### config.mk
export PLATFORM = sky130hd
export DESIGN_NAME = dma_line_bridge_flat
export DESIGN_NICKNAME = d
export VERILOG_FILES = /design/src/rtl/dma_line_bridge_if.sv /design/src/rtl/dma_line_bridge.sv /design/src/flat_wrapper.sv
export SDC_FILE = /design/constraint.sdc
export NUM_CORES = 2
export LEC_CHECK = 0
export ABC_AREA = 1
export CORE_AREA = 2 2 452 454
export CTS_CLUSTER_DIAMETER = 100
export DETAILED_ROUTE_END_ITERATION = 8
export DIE_AREA = 0 0 454 456
export PLACE_DENSITY = 0.42
export SYNTH_ARGS = -nofsm -noshare
export SYNTH_HDL_FRONTEND = slang
export SYNTH_SLANG_ARGS = --single-unit
export TNS_END_PERCENT = 1
### constraint.sdc
create_clock -name clk -period 10.69 [get_ports clk]
set_input_delay 2.138 -clock clk [delete_from_list [all_inputs] [get_ports clk]]
set_output_delay 2.138 -clock clk [all_outputs]
set_load 0.02 [all_outputs]
### src/rtl/dma_line_bridge_if.sv
// dma_line_bridge_if: bundles the control, host DMA FIFO and local memory signals of
// dma_line_bridge.
//   master : environment side. It drives the go/mode/num_lines/base_addr command, the
//            FIFO status and read head, and the memory read returns.
//   slave  : bridge side. It drives busy/done, the FIFO pops and pushes, and the memory
//            requests.
interface dma_line_bridge_if #(
   parameter int unsigned LINE_WIDTH     = 512,
   parameter int unsigned WORD_WIDTH     = 32,
   parameter int unsigned ADDR_WIDTH     = 28,
   parameter int unsigned LINE_CNT_WIDTH = 16
) ();
   // command / status
   logic                      go;
   logic                      mode;
   logic [LINE_CNT_WIDTH-1:0] num_lines;
   logic [ADDR_WIDTH-1:0]     base_addr;
   logic                      busy;
   logic                      done;
   // host DMA FIFOs
   logic                      dma_empty;
   logic [LINE_WIDTH-1:0]     dma_rd_data;
   logic                      dma_rd_en;
   logic                      dma_full;
   logic [LINE_WIDTH-1:0]     dma_wr_data;
   logic                      dma_wr_en;
   // local memory controller
   logic                      mem_en;
   logic                      mem_wr_en;
   logic [ADDR_WIDTH-1:0]     mem_addr;
   logic [WORD_WIDTH-1:0]     mem_wr_data;
   logic [WORD_WIDTH-1:0]     mem_rd_data;
   logic                      mem_rd_valid;

   modport master (
      output go, mode, num_lines, base_addr, dma_empty, dma_rd_data, dma_full,
             mem_rd_data, mem_rd_valid,
      input  busy, done, dma_rd_en, dma_wr_data, dma_wr_en, mem_en, mem_wr_en, mem_addr,
             mem_wr_data
   );

   modport slave (
      input  go, mode, num_lines, base_addr, dma_empty, dma_rd_data, dma_full,
             mem_rd_data, mem_rd_valid,
      output busy, done, dma_rd_en, dma_wr_data, dma_wr_en, mem_en, mem_wr_en, mem_addr,
             mem_wr_data
   );
endinterface

### src/rtl/dma_line_bridge.sv
// dma_line_bridge: moves whole cache lines between the host DMA FIFOs and a word-wide
// memory port.
//   Load  (mode 0): pop one line from the DMA read FIFO and write it out as WORDS words.
//   Store (mode 1): read WORDS words from memory, gather them, and push the line to the
//                   DMA write FIFO.
// Ports:
//   clk  clock
//   rst  synchronous active-high reset
//   bus  dma_line_bridge_if.slave. It carries the command/status, the FIFO and the
//        memory signals.
// Build option:
//   DMA_LINE_BRIDGE_PIPELINED_READ_EN  When defined, store mode issues all WORDS reads of
//   a line back-to-back and fills slots from an in-order return counter. Otherwise it
//   keeps one read outstanding at a time.
module dma_line_bridge #(
   parameter int unsigned LINE_WIDTH     = 512,
   parameter int unsigned WORD_WIDTH     = 32,
   parameter int unsigned ADDR_WIDTH     = 28,
   parameter int unsigned LINE_CNT_WIDTH = 16
) (
   input logic              clk,
   input logic              rst,
   dma_line_bridge_if.slave bus
);
   localparam int unsigned WORDS = LINE_WIDTH / WORD_WIDTH;
   localparam int unsigned IDX_W = (WORDS > 1) ? $clog2(WORDS) : 1;
   localparam logic [IDX_W-1:0] LastIdx = IDX_W'(WORDS - 1);

   // The transfer direction is carried by which state branch IDLE takes, so mode needs no
   // register of its own.
   typedef enum logic [2:0] {
      StIdle, StLdFetch, StLdWrite, StStReq, StStWait, StStPush, StDone
   } state_e;

   state_e                               state_q, state_d;
   logic [LINE_CNT_WIDTH-1:0]            num_lines_q, num_lines_d;
   logic [ADDR_WIDTH-1:0]                base_q, base_d;
   logic [LINE_CNT_WIDTH-1:0]            line_idx_q, line_idx_d;
   logic [IDX_W-1:0]                     word_idx_q, word_idx_d;
   logic [WORDS-1:0][WORD_WIDTH-1:0]     buf_q, buf_d;
`ifdef DMA_LINE_BRIDGE_PIPELINED_READ_EN
   // Slot for the next read return. Returns arrive in issue order.
   logic [IDX_W-1:0]                     ret_idx_q, ret_idx_d;
`endif

   always_ff @(posedge clk) begin
      if (rst) begin
         state_q     <= StIdle;
         num_lines_q <= '0;
         base_q      <= '0;
         line_idx_q  <= '0;
         word_idx_q  <= '0;
         buf_q       <= '0;
      end else begin
         state_q     <= state_d;
         num_lines_q <= num_lines_d;
         base_q      <= base_d;
         line_idx_q  <= line_idx_d;
         word_idx_q  <= word_idx_d;
         buf_q       <= buf_d;
      end
   end

`ifdef DMA_LINE_BRIDGE_PIPELINED_READ_EN
   always_ff @(posedge clk) begin
      if (rst) begin
         ret_idx_q <= '0;
      end else begin
         ret_idx_q <= ret_idx_d;
      end
   end
`endif

   // The address is a pure function of the registered counters. It therefore reads 0
   // straight out of reset, and it wraps modulo 2^ADDR_WIDTH.
   assign bus.mem_addr    = base_q
                          + ADDR_WIDTH'(line_idx_q) * ADDR_WIDTH'(WORDS)
                          + ADDR_WIDTH'(word_idx_q);
   assign bus.mem_wr_data = buf_q[word_idx_q];
   assign bus.dma_wr_data = buf_q;

   always_comb begin
      state_d       = state_q;
      num_lines_d   = num_lines_q;
      base_d        = base_q;
      line_idx_d    = line_idx_q;
      word_idx_d    = word_idx_q;
      buf_d         = buf_q;
`ifdef DMA_LINE_BRIDGE_PIPELINED_READ_EN
      ret_idx_d     = ret_idx_q;
`endif
      bus.busy      = 1'b0;
      bus.done      = 1'b0;
      bus.dma_rd_en = 1'b0;
      bus.dma_wr_en = 1'b0;
      bus.mem_en    = 1'b0;
      bus.mem_wr_en = 1'b0;

      unique case (state_q)
         StIdle: begin
            if (bus.go) begin
               num_lines_d = bus.num_lines;
               base_d      = bus.base_addr;
               line_idx_d  = '0;
               word_idx_d  = '0;
`ifdef DMA_LINE_BRIDGE_PIPELINED_READ_EN
               ret_idx_d   = '0;
`endif
               if (bus.num_lines == '0) begin
                  state_d = StDone;
               end else if (bus.mode) begin
                  state_d = StStReq;
               end else begin
                  state_d = StLdFetch;
               end
            end
         end

         StLdFetch: begin
            bus.busy = 1'b1;
            if (!bus.dma_empty) begin
               bus.dma_rd_en = 1'b1;
               buf_d         = bus.dma_rd_data;
               state_d       = StLdWrite;
            end
         end

         StLdWrite: begin
            bus.busy      = 1'b1;
            bus.mem_en    = 1'b1;
            bus.mem_wr_en = 1'b1;
            if (word_idx_q == LastIdx) begin
               word_idx_d = '0;
               line_idx_d = line_idx_q + LINE_CNT_WIDTH'(1);
               state_d    = (line_idx_d == num_lines_q) ? StDone : StLdFetch;
            end else begin
               word_idx_d = word_idx_q + IDX_W'(1);
            end
         end

`ifdef DMA_LINE_BRIDGE_PIPELINED_READ_EN
         // Issue one read per cycle. Returns may already arrive while the burst is
         // still being issued.
         StStReq: begin
            bus.busy   = 1'b1;
            bus.mem_en = 1'b1;
            if (bus.mem_rd_valid) begin
               buf_d[ret_idx_q] = bus.mem_rd_data;
               ret_idx_d        = ret_idx_q + IDX_W'(1);
            end
            if (word_idx_q == LastIdx) begin
               state_d = StStWait;
            end else begin
               word_idx_d = word_idx_q + IDX_W'(1);
            end
         end

         StStWait: begin
            bus.busy = 1'b1;
            if (bus.mem_rd_valid) begin
               buf_d[ret_idx_q] = bus.mem_rd_data;
               if (ret_idx_q == LastIdx) begin
                  ret_idx_d  = '0;
                  word_idx_d = '0;
                  state_d    = StStPush;
               end else begin
                  ret_idx_d = ret_idx_q + IDX_W'(1);
               end
            end
         end
`else
         StStReq: begin
            bus.busy   = 1'b1;
            bus.mem_en = 1'b1;
            state_d    = StStWait;
         end

         StStWait: begin
            bus.busy = 1'b1;
            if (bus.mem_rd_valid) begin
               buf_d[word_idx_q] = bus.mem_rd_data;
               if (word_idx_q == LastIdx) begin
                  word_idx_d = '0;
                  state_d    = StStPush;
               end else begin
                  word_idx_d = word_idx_q + IDX_W'(1);
                  state_d    = StStReq;
               end
            end
         end
`endif

         StStPush: begin
            bus.busy = 1'b1;
            if (!bus.dma_full) begin
               bus.dma_wr_en = 1'b1;
               line_idx_d    = line_idx_q + LINE_CNT_WIDTH'(1);
               state_d       = (line_idx_d == num_lines_q) ? StDone : StStReq;
            end
         end

         StDone: begin
            bus.done = 1'b1;
            state_d  = StIdle;
         end

         default: state_d = StIdle;
      endcase
   end
endmodule

### src/flat_wrapper.sv
// flat-port wrapper written by rule: the top's interface ports become plain ports
module dma_line_bridge_flat 
#(
   parameter int unsigned LINE_WIDTH     = 512,
   parameter int unsigned WORD_WIDTH     = 32,
   parameter int unsigned ADDR_WIDTH     = 28,
   parameter int unsigned LINE_CNT_WIDTH = 16
)
  (clk, rst, bus_go, bus_mode, bus_num_lines, bus_base_addr, bus_dma_empty, bus_dma_rd_data, bus_dma_full, bus_mem_rd_data, bus_mem_rd_valid, bus_busy, bus_done, bus_dma_rd_en, bus_dma_wr_data, bus_dma_wr_en, bus_mem_en, bus_mem_wr_en, bus_mem_addr, bus_mem_wr_data);
  dma_line_bridge_if #(.LINE_WIDTH(LINE_WIDTH), .WORD_WIDTH(WORD_WIDTH), .ADDR_WIDTH(ADDR_WIDTH), .LINE_CNT_WIDTH(LINE_CNT_WIDTH)) bus_i ();
  input logic clk;
  input logic rst;
  input wire logic [$bits(bus_i.go)-1:0] bus_go;
  input wire logic [$bits(bus_i.mode)-1:0] bus_mode;
  input wire logic [$bits(bus_i.num_lines)-1:0] bus_num_lines;
  input wire logic [$bits(bus_i.base_addr)-1:0] bus_base_addr;
  input wire logic [$bits(bus_i.dma_empty)-1:0] bus_dma_empty;
  input wire logic [$bits(bus_i.dma_rd_data)-1:0] bus_dma_rd_data;
  input wire logic [$bits(bus_i.dma_full)-1:0] bus_dma_full;
  input wire logic [$bits(bus_i.mem_rd_data)-1:0] bus_mem_rd_data;
  input wire logic [$bits(bus_i.mem_rd_valid)-1:0] bus_mem_rd_valid;
  output wire logic [$bits(bus_i.busy)-1:0] bus_busy;
  output wire logic [$bits(bus_i.done)-1:0] bus_done;
  output wire logic [$bits(bus_i.dma_rd_en)-1:0] bus_dma_rd_en;
  output wire logic [$bits(bus_i.dma_wr_data)-1:0] bus_dma_wr_data;
  output wire logic [$bits(bus_i.dma_wr_en)-1:0] bus_dma_wr_en;
  output wire logic [$bits(bus_i.mem_en)-1:0] bus_mem_en;
  output wire logic [$bits(bus_i.mem_wr_en)-1:0] bus_mem_wr_en;
  output wire logic [$bits(bus_i.mem_addr)-1:0] bus_mem_addr;
  output wire logic [$bits(bus_i.mem_wr_data)-1:0] bus_mem_wr_data;
  assign bus_i.go = bus_go;
  assign bus_i.mode = bus_mode;
  assign bus_i.num_lines = bus_num_lines;
  assign bus_i.base_addr = bus_base_addr;
  assign bus_i.dma_empty = bus_dma_empty;
  assign bus_i.dma_rd_data = bus_dma_rd_data;
  assign bus_i.dma_full = bus_dma_full;
  assign bus_i.mem_rd_data = bus_mem_rd_data;
  assign bus_i.mem_rd_valid = bus_mem_rd_valid;
  assign bus_busy = bus_i.busy;
  assign bus_done = bus_i.done;
  assign bus_dma_rd_en = bus_i.dma_rd_en;
  assign bus_dma_wr_data = bus_i.dma_wr_data;
  assign bus_dma_wr_en = bus_i.dma_wr_en;
  assign bus_mem_en = bus_i.mem_en;
  assign bus_mem_wr_en = bus_i.mem_wr_en;
  assign bus_mem_addr = bus_i.mem_addr;
  assign bus_mem_wr_data = bus_i.mem_wr_data;
  dma_line_bridge #(.LINE_WIDTH(LINE_WIDTH), .WORD_WIDTH(WORD_WIDTH), .ADDR_WIDTH(ADDR_WIDTH), .LINE_CNT_WIDTH(LINE_CNT_WIDTH)) u_core (.clk(clk), .rst(rst), .bus(bus_i));
endmodule
; ---- After elaboration in Yosys (flattened, before gate mapping)
; Cells that the tools add are included.
; Widths: inputs -> output; s select.
[op_classes]
n_addsub = 4
order_cmp = 2
n_eq_ne = 13
muxes = 35
n_reduce_logical = 13
[ops]
columns = operator, count
row1 = $mux 512, 2
row2 = $pmux 512 s2, 1
row3 = $bwmux 512, 1
row4 = $bmux 32 s4, 1
row5 = $demux 32 s4, 1
row6 = $mux 32, 2
row7 = $mux 16, 3
row8 = $pmux 16 s3, 1
row9 = $add 28x20->28, 1
row10 = $add 28x4->28, 1
row11 = $mux 3, 9
row12 = $pmux 3 s6, 1
row13 = $add 16x1->16 const B, 1
row14 = $eq 16x16->1, 1
row15 = $logic_not 16->1, 1
row16 = $mux 4, 3
row17 = $pmux 4 s3, 1
row18 = $eq 3x3->1 const B, 3
row19 = $mux 1, 8
row20 = $ne 2x2->1 const B, 4
row21 = $eq 3x2->1 const B, 2
row22 = $reduce_and 3->1, 2
row23 = $reduce_bool 3->1, 2
row24 = $lt 4x5->1 const B, 1
row25 = other kinds (14), 14
[totals]
ff_bits = 579
inputBits = 595
out_inout_bits = 578
elab_cells = 88

; ---- Longest topological paths before layout
[logic_depth]
word_depth = 7
depth_mapped = 16
depth_no_buf = 16

; ---- Least setup slack after synthesis
; No wires, ideal clock.
[synth_path]
path_kind = register to output
startpoint = reg u_core.word_idx_q[1]
endpoint = out bus_mem_addr[12]
arrival_ns = 2.929
slack_ns = 5.623
stages_incl_launch_ff = 11
path_buffers = 2
path_cell_list = dfxtp_1 > clkinv_1 > clkbuf_1 > clkbuf_1 > fa_1 > o21ai_0 > a21oi_1 > o21ai_0 > a21oi_1 > o21ai_0 > xor2_1
[synth_via]
elab_chain_len = 1
[synth_lines]
columns = element, line
row1 = "start, declared", dma_line_bridge.sv:39  ; logic [IDX_W-1:0] word_idx_q, word_idx_d;
row2 = "start signal, assigned", dma_line_bridge.sv:59  ; word_idx_q <= word_idx_d;
row3 = $add 28x4->28, dma_line_bridge.sv:78  ; + ADDR_WIDTH'(word_idx_q);
row4 = "end, declared", flat_wrapper.sv:29  ; output wire logic [$bits(bus_i.mem_addr)-1:0] bus_mem_addr;
; Every way passes these cells.

; ---- Final worst setup path
[layout_path]
startpoint = reg u_core.word_idx_q[1]
endpoint = out bus_mem_addr[18]
; The elaborated chain is that of the path after synthesis.

==> impl_results.html <==
<table>
<tr><th>Metric</th><th>Value</th></tr>
<tr><th colspan="2">Yosys</th></tr>
<tr><td>Count of yosys warnings during synthesis</td><td>0</td></tr>
<tr><td>Count of unique library cells instantiated by Yosys</td><td>41</td></tr>
<tr><td>Library cell occupying the most area in the post-synthesis netlist</td><td>sky130_fd_sc_hd__dfxtp_1</td></tr>
<tr><td>Most repeated cell in the gate-level netlist after synthesis</td><td>sky130_fd_sc_hd__a21oi_1</td></tr>
<tr><td>EDFF count, synth</td><td>0</td></tr>
<tr><td>Yosys reg bits</td><td>579</td></tr>
<tr><td>Register area share after synthesis</td><td>36.2%</td></tr>
<tr><td>Post-synth net total</td><td>5311</td></tr>
<tr><td>Share of flip-flops with an asynchronous set or reset after synthesis</td><td>0%</td></tr>
<tr><td>Dominant synthesized flop cell</td><td>sky130_fd_sc_hd__dfxtp_1</td></tr>
<tr><td>Post-synthesis instance area</td><td>32000 um2</td></tr>
<tr><td>Area share of the leading cell type in the synthesized netlist</td><td>36.2%</td></tr>
<tr><td>Most instantiated cells after synthesis</td><td>sky130_fd_sc_hd__a21oi_1 (930), sky130_fd_sc_hd__nor2_1 (668), sky130_fd_sc_hd__dfxtp_1 (579)</td></tr>
<tr><td>Post-synthesis average cell area</td><td>6.83 um2</td></tr>
<tr><td>Gate Count Post-Synth</td><td>4690</td></tr>
<tr><td>Ranking of synthesized cells by area</td><td>sky130_fd_sc_hd__dfxtp_1 (36%), sky130_fd_sc_hd__a21oi_1 (15%), sky130_fd_sc_hd__a211oi_1 (12%)</td></tr>
<tr><th colspan="2">Routing</th></tr>
<tr><td>Number of search-and-repair iterations in the first detailed-routing pass</td><td>7</td></tr>
<tr><td>Aggregate routed wire length</td><td>292000 um</td></tr>
<tr><td>Via count</td><td>40206</td></tr>
<tr><td>Initial DRC Count</td><td>3734</td></tr>
<tr><td>Routed WL per cell</td><td>34.9 um</td></tr>
<tr><td>Number of vias per cell after detailed routing</td><td>4.80</td></tr>
<tr><td>Count of nets left with antenna violations after detail routing</td><td>0</td></tr>
<tr><td>Number of remaining DRC errors</td><td>0</td></tr>
<tr><th colspan="2">Placement</th></tr>
<tr><td>Port buffer count</td><td>1172</td></tr>
<tr><td>Final weighted congestion of routability-driven global placement</td><td>0.913</td></tr>
<tr><td>Area post-placement</td><td>46100 um2</td></tr>
<tr><td>Detail Placement HPWL</td><td>224000 um</td></tr>
<tr><td>Placed cell count</td><td>8196</td></tr>
<tr><th colspan="2">Min path</th></tr>
<tr><td>Depth of the worst hold-timing path</td><td>2</td></tr>
<tr><td>HP Class</td><td>reg -&gt; reg</td></tr>
<tr><td>HP Start</td><td>u_core.num_lines_q[10]</td></tr>
<tr><td>Min-Delay Endpoint</td><td>u_core.num_lines_q[10]</td></tr>
<tr><th colspan="2">Timing</th></tr>
<tr><td>Max-slew headroom at the worst pin</td><td>10.1%</td></tr>
<tr><td>Fin. Hold Viols</td><td>0</td></tr>
<tr><td>Clock skew after layout</td><td>0.0466 ns</td></tr>
<tr><td>Total of endpoints with negative setup slack in the final report</td><td>0</td></tr>
<tr><td>RSZ-0062 raised after global routing</td><td>false</td></tr>
<tr><td>Minimum clock period after layout</td><td>7.17 ns</td></tr>
<tr><td>Maximum achievable frequency</td><td>139 MHz</td></tr>
<tr><td>Slew of the pin with the lowest slew margin</td><td>1.34 ns</td></tr>
<tr><td>Max-slew violation count</td><td>0</td></tr>
<tr><td>Aggregate negative setup slack</td><td>0 ns</td></tr>
<tr><td>Final period util</td><td>67.1%</td></tr>
<tr><th colspan="2">Worst setup path</th></tr>
<tr><td>Worst reg2reg path depth</td><td>9</td></tr>
<tr><td>Arrival time reported for the critical path endpoint</td><td>5.03 ns</td></tr>
<tr><td>Critical path peak fanout</td><td>81</td></tr>
<tr><td>Kind of end point of the critical path</td><td>primary output</td></tr>
<tr><td>R2r endpoint</td><td>u_core.bus.dma_wr_data[321]</td></tr>
<tr><td>Type of the setup path with the least slack</td><td>reg -&gt; out</td></tr>
<tr><td>Minimum setup slack among reg-to-reg paths</td><td>5.98 ns</td></tr>
<tr><td>Critical path data required time</td><td>8.55 ns</td></tr>
<tr><td>Startpoint of the worst-slack reg-to-reg timing path</td><td>u_core.word_idx_q[0]</td></tr>
<tr><td>Kind of start point of the critical path</td><td>flop</td></tr>
<tr><th colspan="2">Outcome</th></tr>
<tr><td>Run status</td><td>finished, final reports clean</td></tr>
<tr><th colspan="2">Clocking</th></tr>
<tr><td>TritonCTS clock tree</td><td>done</td></tr>
<tr><td>Clk pin slew, worst setup/hold paths</td><td>0.06 ns</td></tr>
<tr><td>Number of post-CTS setup repair buffers</td><td>0</td></tr>
<tr><td>H-tree lvl count</td><td>3</td></tr>
<tr><td>Quantity of gates resized following cts</td><td>0</td></tr>
<tr><td>Total clock buffers created by CTS</td><td>84</td></tr>
<tr><td>Number of buffers inserted by hold repair at cts</td><td>0</td></tr>
<tr><td>Longest Clk Path Bufs</td><td>3</td></tr>
<tr><td>Clock root buffer</td><td>sky130_fd_sc_hd__clkbuf_16</td></tr>
<tr><td>Number of sinks on the clock net</td><td>579</td></tr>
<tr><td>Insertion delay to the later sink of the worst-skew pair</td><td>0.76 ns</td></tr>
<tr><th colspan="2">Global route</th></tr>
<tr><td>Largest net degree at the start of global routing</td><td>169</td></tr>
<tr><td>Total routing resource utilization after global routing</td><td>27.0%</td></tr>
<tr><td>Number of global-route vias before repair</td><td>38838</td></tr>
<tr><td>Number of antenna violations at the first check in global routing</td><td>42</td></tr>
<tr><td>First-pass GRT wire length</td><td>377000 um</td></tr>
<tr><td>Sum of overflow across all layers after global routing</td><td>0</td></tr>
<tr><th colspan="2">Finish</th></tr>
<tr><td>Growth of design area from synthesis to finish</td><td>52.9%</td></tr>
<tr><td>Summed area of non-filler cells in the final layout</td><td>49000 um2</td></tr>
<tr><td>Non-Filler Instances</td><td>8371</td></tr>
<tr><td>Post-layout net count</td><td>6231</td></tr>
<tr><td>Share of layout cells above drive strength 1</td><td>4.78%</td></tr>
<tr><th colspan="2">Power</th></tr>
<tr><td>Register share of total power</td><td>25.8%</td></tr>
<tr><td>P_int</td><td>6.37 mW</td></tr>
<tr><td>Combinational share of power</td><td>50.5%</td></tr>
<tr><td>Post-route total power</td><td>12.4 mW</td></tr>
<tr><td>Power density relative to cell area</td><td>253 nW/um2</td></tr>
<tr><td>Clock share of power</td><td>23.7%</td></tr>
<tr><td>Fraction of power spent switching nets</td><td>48.6%</td></tr>
<tr><td>Worst supply voltage drop on vdd</td><td>0.140 mV</td></tr>
<tr><td>Net load switching power</td><td>6.01 mW</td></tr>
<tr><td>Leakage dissipation</td><td>16.5 nW</td></tr>
<tr><th colspan="2">Die</th></tr>
<tr><td>Floorplan die height</td><td>456 um</td></tr>
<tr><td>Number of standard-cell rows in the floorplan</td><td>165</td></tr>
<tr><td>Die Span X</td><td>454 um</td></tr>
<tr><td>Core area</td><td>202000 um2</td></tr>
<tr><td>Die Footprint</td><td>207000 um2</td></tr>
<tr><td>Initial standard-cell utilization of the core</td><td>15.9%</td></tr>
<tr><td>I/O Pins</td><td>1173</td></tr>
<tr><th colspan="2">Flow run</th></tr>
<tr><td>Max-cap viol count</td><td>0</td></tr>
</table>
[layout make-up]
class | instances | area [um2]
Fill cell | 22442 | 153000
Multi-Input combinational cell | 3316 | 17300
Timing Repair Buffer | 1268 | 12500
Sequential cell | 579 | 11600
Tap cell | 2672 | 3340
Clock buffer | 121 | 2450
Inverter | 361 | 1390
Clock inverter | 23 | 288
Antenna cell | 31 | 77.6
[worst max-delay path by stage]
stage / from / slack, ns / to / depth (start not counted)
finish: u_core.word_idx_q[1] / 3.52 / bus_mem_addr[18] / 12
global route: u_core.word_idx_q[1] / 3.28 / bus_mem_addr[18] / 12
CTS: u_core.word_idx_q[1] / 3.45 / bus_mem_addr[18] / 12
detailed placement: u_core.word_idx_q[1] / 4.30 / bus_mem_addr[18] / 12
global placement: u_core.word_idx_q[1] / 4.40 / bus_mem_addr[16] / 12
floorplan: u_core.word_idx_q[1] / 5.62 / bus_mem_addr[12] / 10
[critical path, stage by stage (launching register included)]
cell	delay, ns
sky130_fd_sc_hd__dfxtp_4	0.74
sky130_fd_sc_hd__inv_8	0.37
sky130_fd_sc_hd__fa_1	0.59
sky130_fd_sc_hd__o21ai_0	0.46
sky130_fd_sc_hd__a21oi_1	0.24
sky130_fd_sc_hd__o21ai_0	0.31
sky130_fd_sc_hd__a21oi_1	0.19
sky130_fd_sc_hd__o21ai_0	0.32
sky130_fd_sc_hd__nand2_1	0.12
sky130_fd_sc_hd__nand2_1	0.09
sky130_fd_sc_hd__nand2_1	0.05
sky130_fd_sc_hd__nand2_1	0.09
sky130_fd_sc_hd__clkdlybuf4s50_1	0.61
[power by group through the flow]
| stage | registers [mW] | clock network, mW | logic [mW] |
|---|---|---|---|
| after CTS | 3.18 | 3.00 | 6.33 |
| after detailed placement | 3.22 | 0 | 6.30 |
| after floorplan | 3.44 | 0 | 2.52 |
| after global routing | 3.23 | 3.07 | 6.58 |
| final | 3.19 | 2.94 | 6.25 |
| after global placement | 3.22 | 0 | 6.29 |
[layout by cell type, fill, tap and decap left out, types with 5 or more instances in the layout]
| cell | instances |
|---|---|
| sky130_fd_sc_hd__a22oi_1 | 32 |
| sky130_fd_sc_hd__dfxtp_1 | 577 |
| sky130_fd_sc_hd__a21oi_1 | 930 |
| sky130_fd_sc_hd__or4_1 | 32 |
| sky130_fd_sc_hd__clkbuf_8 | 15 |
| sky130_fd_sc_hd__clkinv_2 | 9 |
| sky130_fd_sc_hd__o21ai_4 | 15 |
| sky130_fd_sc_hd__bufinv_16 | 5 |
| sky130_fd_sc_hd__nor2_1 | 660 |
| sky130_fd_sc_hd__inv_1 | 345 |
| sky130_fd_sc_hd__nor4_1 | 6 |
| sky130_fd_sc_hd__ha_1 | 25 |
| sky130_fd_sc_hd__nand3_1 | 271 |
| sky130_fd_sc_hd__nor3_1 | 11 |
| sky130_fd_sc_hd__nor2_4 | 10 |
| sky130_fd_sc_hd__o21ai_0 | 318 |
| sky130_fd_sc_hd__buf_4 | 90 |
| sky130_fd_sc_hd__xor2_1 | 19 |
| sky130_fd_sc_hd__nand4_1 | 11 |
| sky130_fd_sc_hd__a211oi_1 | 513 |
| sky130_fd_sc_hd__clkbuf_1 | 19 |
| sky130_fd_sc_hd__xnor2_1 | 7 |
| sky130_fd_sc_hd__diode_2 | 31 |
| sky130_fd_sc_hd__clkbuf_16 | 87 |
| sky130_fd_sc_hd__nand2_1 | 430 |
| sky130_fd_sc_hd__inv_2 | 13 |
| sky130_fd_sc_hd__clkdlybuf4s50_1 | 1171 |
[stage by stage]
stage                     setup slack, ns  util [%]  hold WS, ns
after floorplan                      5.62         -        0.444
after global placement               4.40      22.9        0.459
after detailed placement             4.30      22.9        0.466
after CTS                            3.45      24.2        0.476
after global routing                 3.28      24.3        0.496
final                                3.52      24.3        0.478
[kinds of logic after synthesis]
group / share of synthesized area, %
AOI/OAI and AO/OA: 33.3
xor gates and xnor gates: 0.711
DFF: 36.2
adders and majority gates: 1.04
and+or+nand+nor: 18.7
buffers and inverters: 10.0
[registers in the layout, indices dropped and copies added, names as in the netlist]
register and count:
u_core.base_q 28, u_core.bus.dma_wr_data 512, u_core.line_idx_q 16, u_core.num_lines_q 16, u_core.state_q 3, u_core.word_idx_q 4
[metal layers]
layer / share of wire (%) / track usage (%) / vias to the layer above
met5: 0.015 / 0 / -
li1: - / - / 18162
met1: 36 / 28.4 / 19834
met4: 6.3 / 15.3 / 6
met3: 6.2 / 5.44 / 401
met2: 51 / 49.5 / 1803
No activity file was read; power rests on OpenSTA's default activity.
==> edit: new RTL, same settings <==
`buf_q` no longer has a reset.
--- a/src/rtl/dma_line_bridge.sv
+++ b/src/rtl/dma_line_bridge.sv
@@ -52,3 +52,2 @@
          word_idx_q  <= '0;
-         buf_q       <= '0;
       end else begin
@@ -59,4 +58,7 @@
          word_idx_q  <= word_idx_d;
-         buf_q       <= buf_d;
       end
+   end
+
+   always_ff @(posedge clk) begin
+      buf_q <= buf_d;
    end
Check against the original RTL: not settled (the Yosys comparison gave no result); the edit may change what the design does.
==> edit against the unedited design <==
- area after synthesis fell by 7.8%
- routed wire length fell by 16%
- first-iteration DRC count fell by 16%
- sequential cell count did not move
- global-route usage fell by 4.3 points
- design area fell by 3.8%
- utilization fell by 0.92 points
- total power fell by 12%
- count of clock-buffer cells in the layout fell by 12
- setup slack improved by 130 ps
==> edit: results (changes against the unedited design) <==
most frequent cells after synthesis: nand2_1, o21ai_0, edfxtp_1
CP Data Arrival Time: 4900 ps (-130 ps)
gr usage total: 22.7% (-4.3 points)
dpl cell area: 44,400 sq um (-3.8%)
Clock Latency Late Sink: 730 ps (-30 ps)
Worst slew margin: 17.6% (+7.5 points)
routed len/inst: 34.2 microns (-2.2%)
routability cong.: 0.946 (+3.7%)
Fillers: 22,092 (-1.6%)
Sw Ratio: 44.3% (-4.3 points)
global-route wire length before repair: 315,000 microns (-16%)
EDFF count, synth: 512 (+512)
Max Clock Skew: 53.6 ps (+6.96 ps)
nets: 5,034 (-19%)
Syn Inst Count: 3,346 (-29%)
Synthesized Nets: 3,967 (-25%)
Final Util: 23.4% (-0.92 points)
Final Critical Period: 7040 ps (-126 ps)
worst vdd ir: 0.000140 V (-0.39%)
final non-filler cell total: 7,179 (-14%)
outcome: finished, final reports clean
share of post-route cells with drive strength above 1: 5.68% (+0.89 points)
Reg2Reg Capture Point: u_core.bus.dma_wr_data[392]
synth unique cells: 42 (+2.4%)
reg2reg setup slack: 6380 ps (+400 ps)
top cells by area, synth: edfxtp_1, o21ai_0, nand2_1
Max FO, Critical Path: 60 (-26%)
initial detailed-routing violation count: 3,152 (-16%)
DRT met1 WL: 88,600 microns (-16%)
Detail Placement HPWL: 190,000 microns (-15%)
Hold Path Origin: u_core.num_lines_q[14]
pin count of the biggest net entering global routing: 154 (-8.9%)
static leakage: 16.9 nW (+2.6%)
CTS buffer count: 82 (-2.4%)
CTS max path bufs: 3 (unchanged)
initial antenna violation count: 70 (+67%)
post-synthesis sequential area ratio: 56.6% (+20 points)
placed cells: 7,001 (-15%)
WL met2: 129,000 microns (-14%)
[edit: worst max-delay path, cell delays in order, from the launching register on]
cell             delay [ps]
dfxtp_4                 690
inv_6                   370
buf_4                   400
fa_1                    530
o21ai_1                 410
a21boi_1                210
o21ai_1                 230
a21oi_1                 150
o21ai_1                 230
nand2_1                 110
nand2_1                  70
nand2_1                  50
nand2_1                  70
clkdlybuf4s50_1         600
[edit: routing by layer]
layer	up-vias	global-route usage, %
li1	13933	-
met1	16158	24.8
met2	1726	42.0
met3	306	5.21
met4	18	8.95
met5	-	0
[edit: final cells by class]
class,instances,area share (%)
flip-flops and latches,579,35.5
repair buffers,1238,26.1
multi-input cells,2425,24.8
well taps,2672,7.10
clock buffers,109,4.81
clock inverters,37,0.773
inverters,87,0.736
diodes,32,0.170
[edit: how the worst min path moves through the flow]
stage	end	slack [ps]	cells past startpoint
2_1_floorplan	u_core.num_lines_q[2]	440	2
3_3_place_gp	u_core.num_lines_q[2]	450	2
3_5_place_dp	u_core.num_lines_q[14]	460	2
4_1_cts	u_core.num_lines_q[11]	470	2
5_1_grt	u_core.num_lines_q[11]	480	2
6_report	u_core.num_lines_q[14]	470	2
[edit: cell families (layout without fill, tap and decap cells)]
group                    count (synthesis)  in the layout  share of synthesized area, %
AND/OR/NAND/NOR                       1318           1318                          17.8
other                                    0             32                             0
adder cells (fa/ha/maj)                 26             26                          1.13
buffers and inverters                  342           1471                          4.63
AO/OA/AOI/OAI                         1054           1054                          19.0
XOR/XNOR                                27             27                         0.852
flip-flops                             579            579                          56.6
[edit: power groups by stage]
stage          Sequential [mW]  Clock (mW)  Combinational (mW)
3_3_place_gp              3.47           0                4.75
4_1_cts                   3.42        2.88                4.76
5_1_grt                   3.44        2.95                4.92
3_5_place_dp              3.46           0                4.74
6_report                  3.42        2.81                4.64
2_1_floorplan             3.56           0                1.68
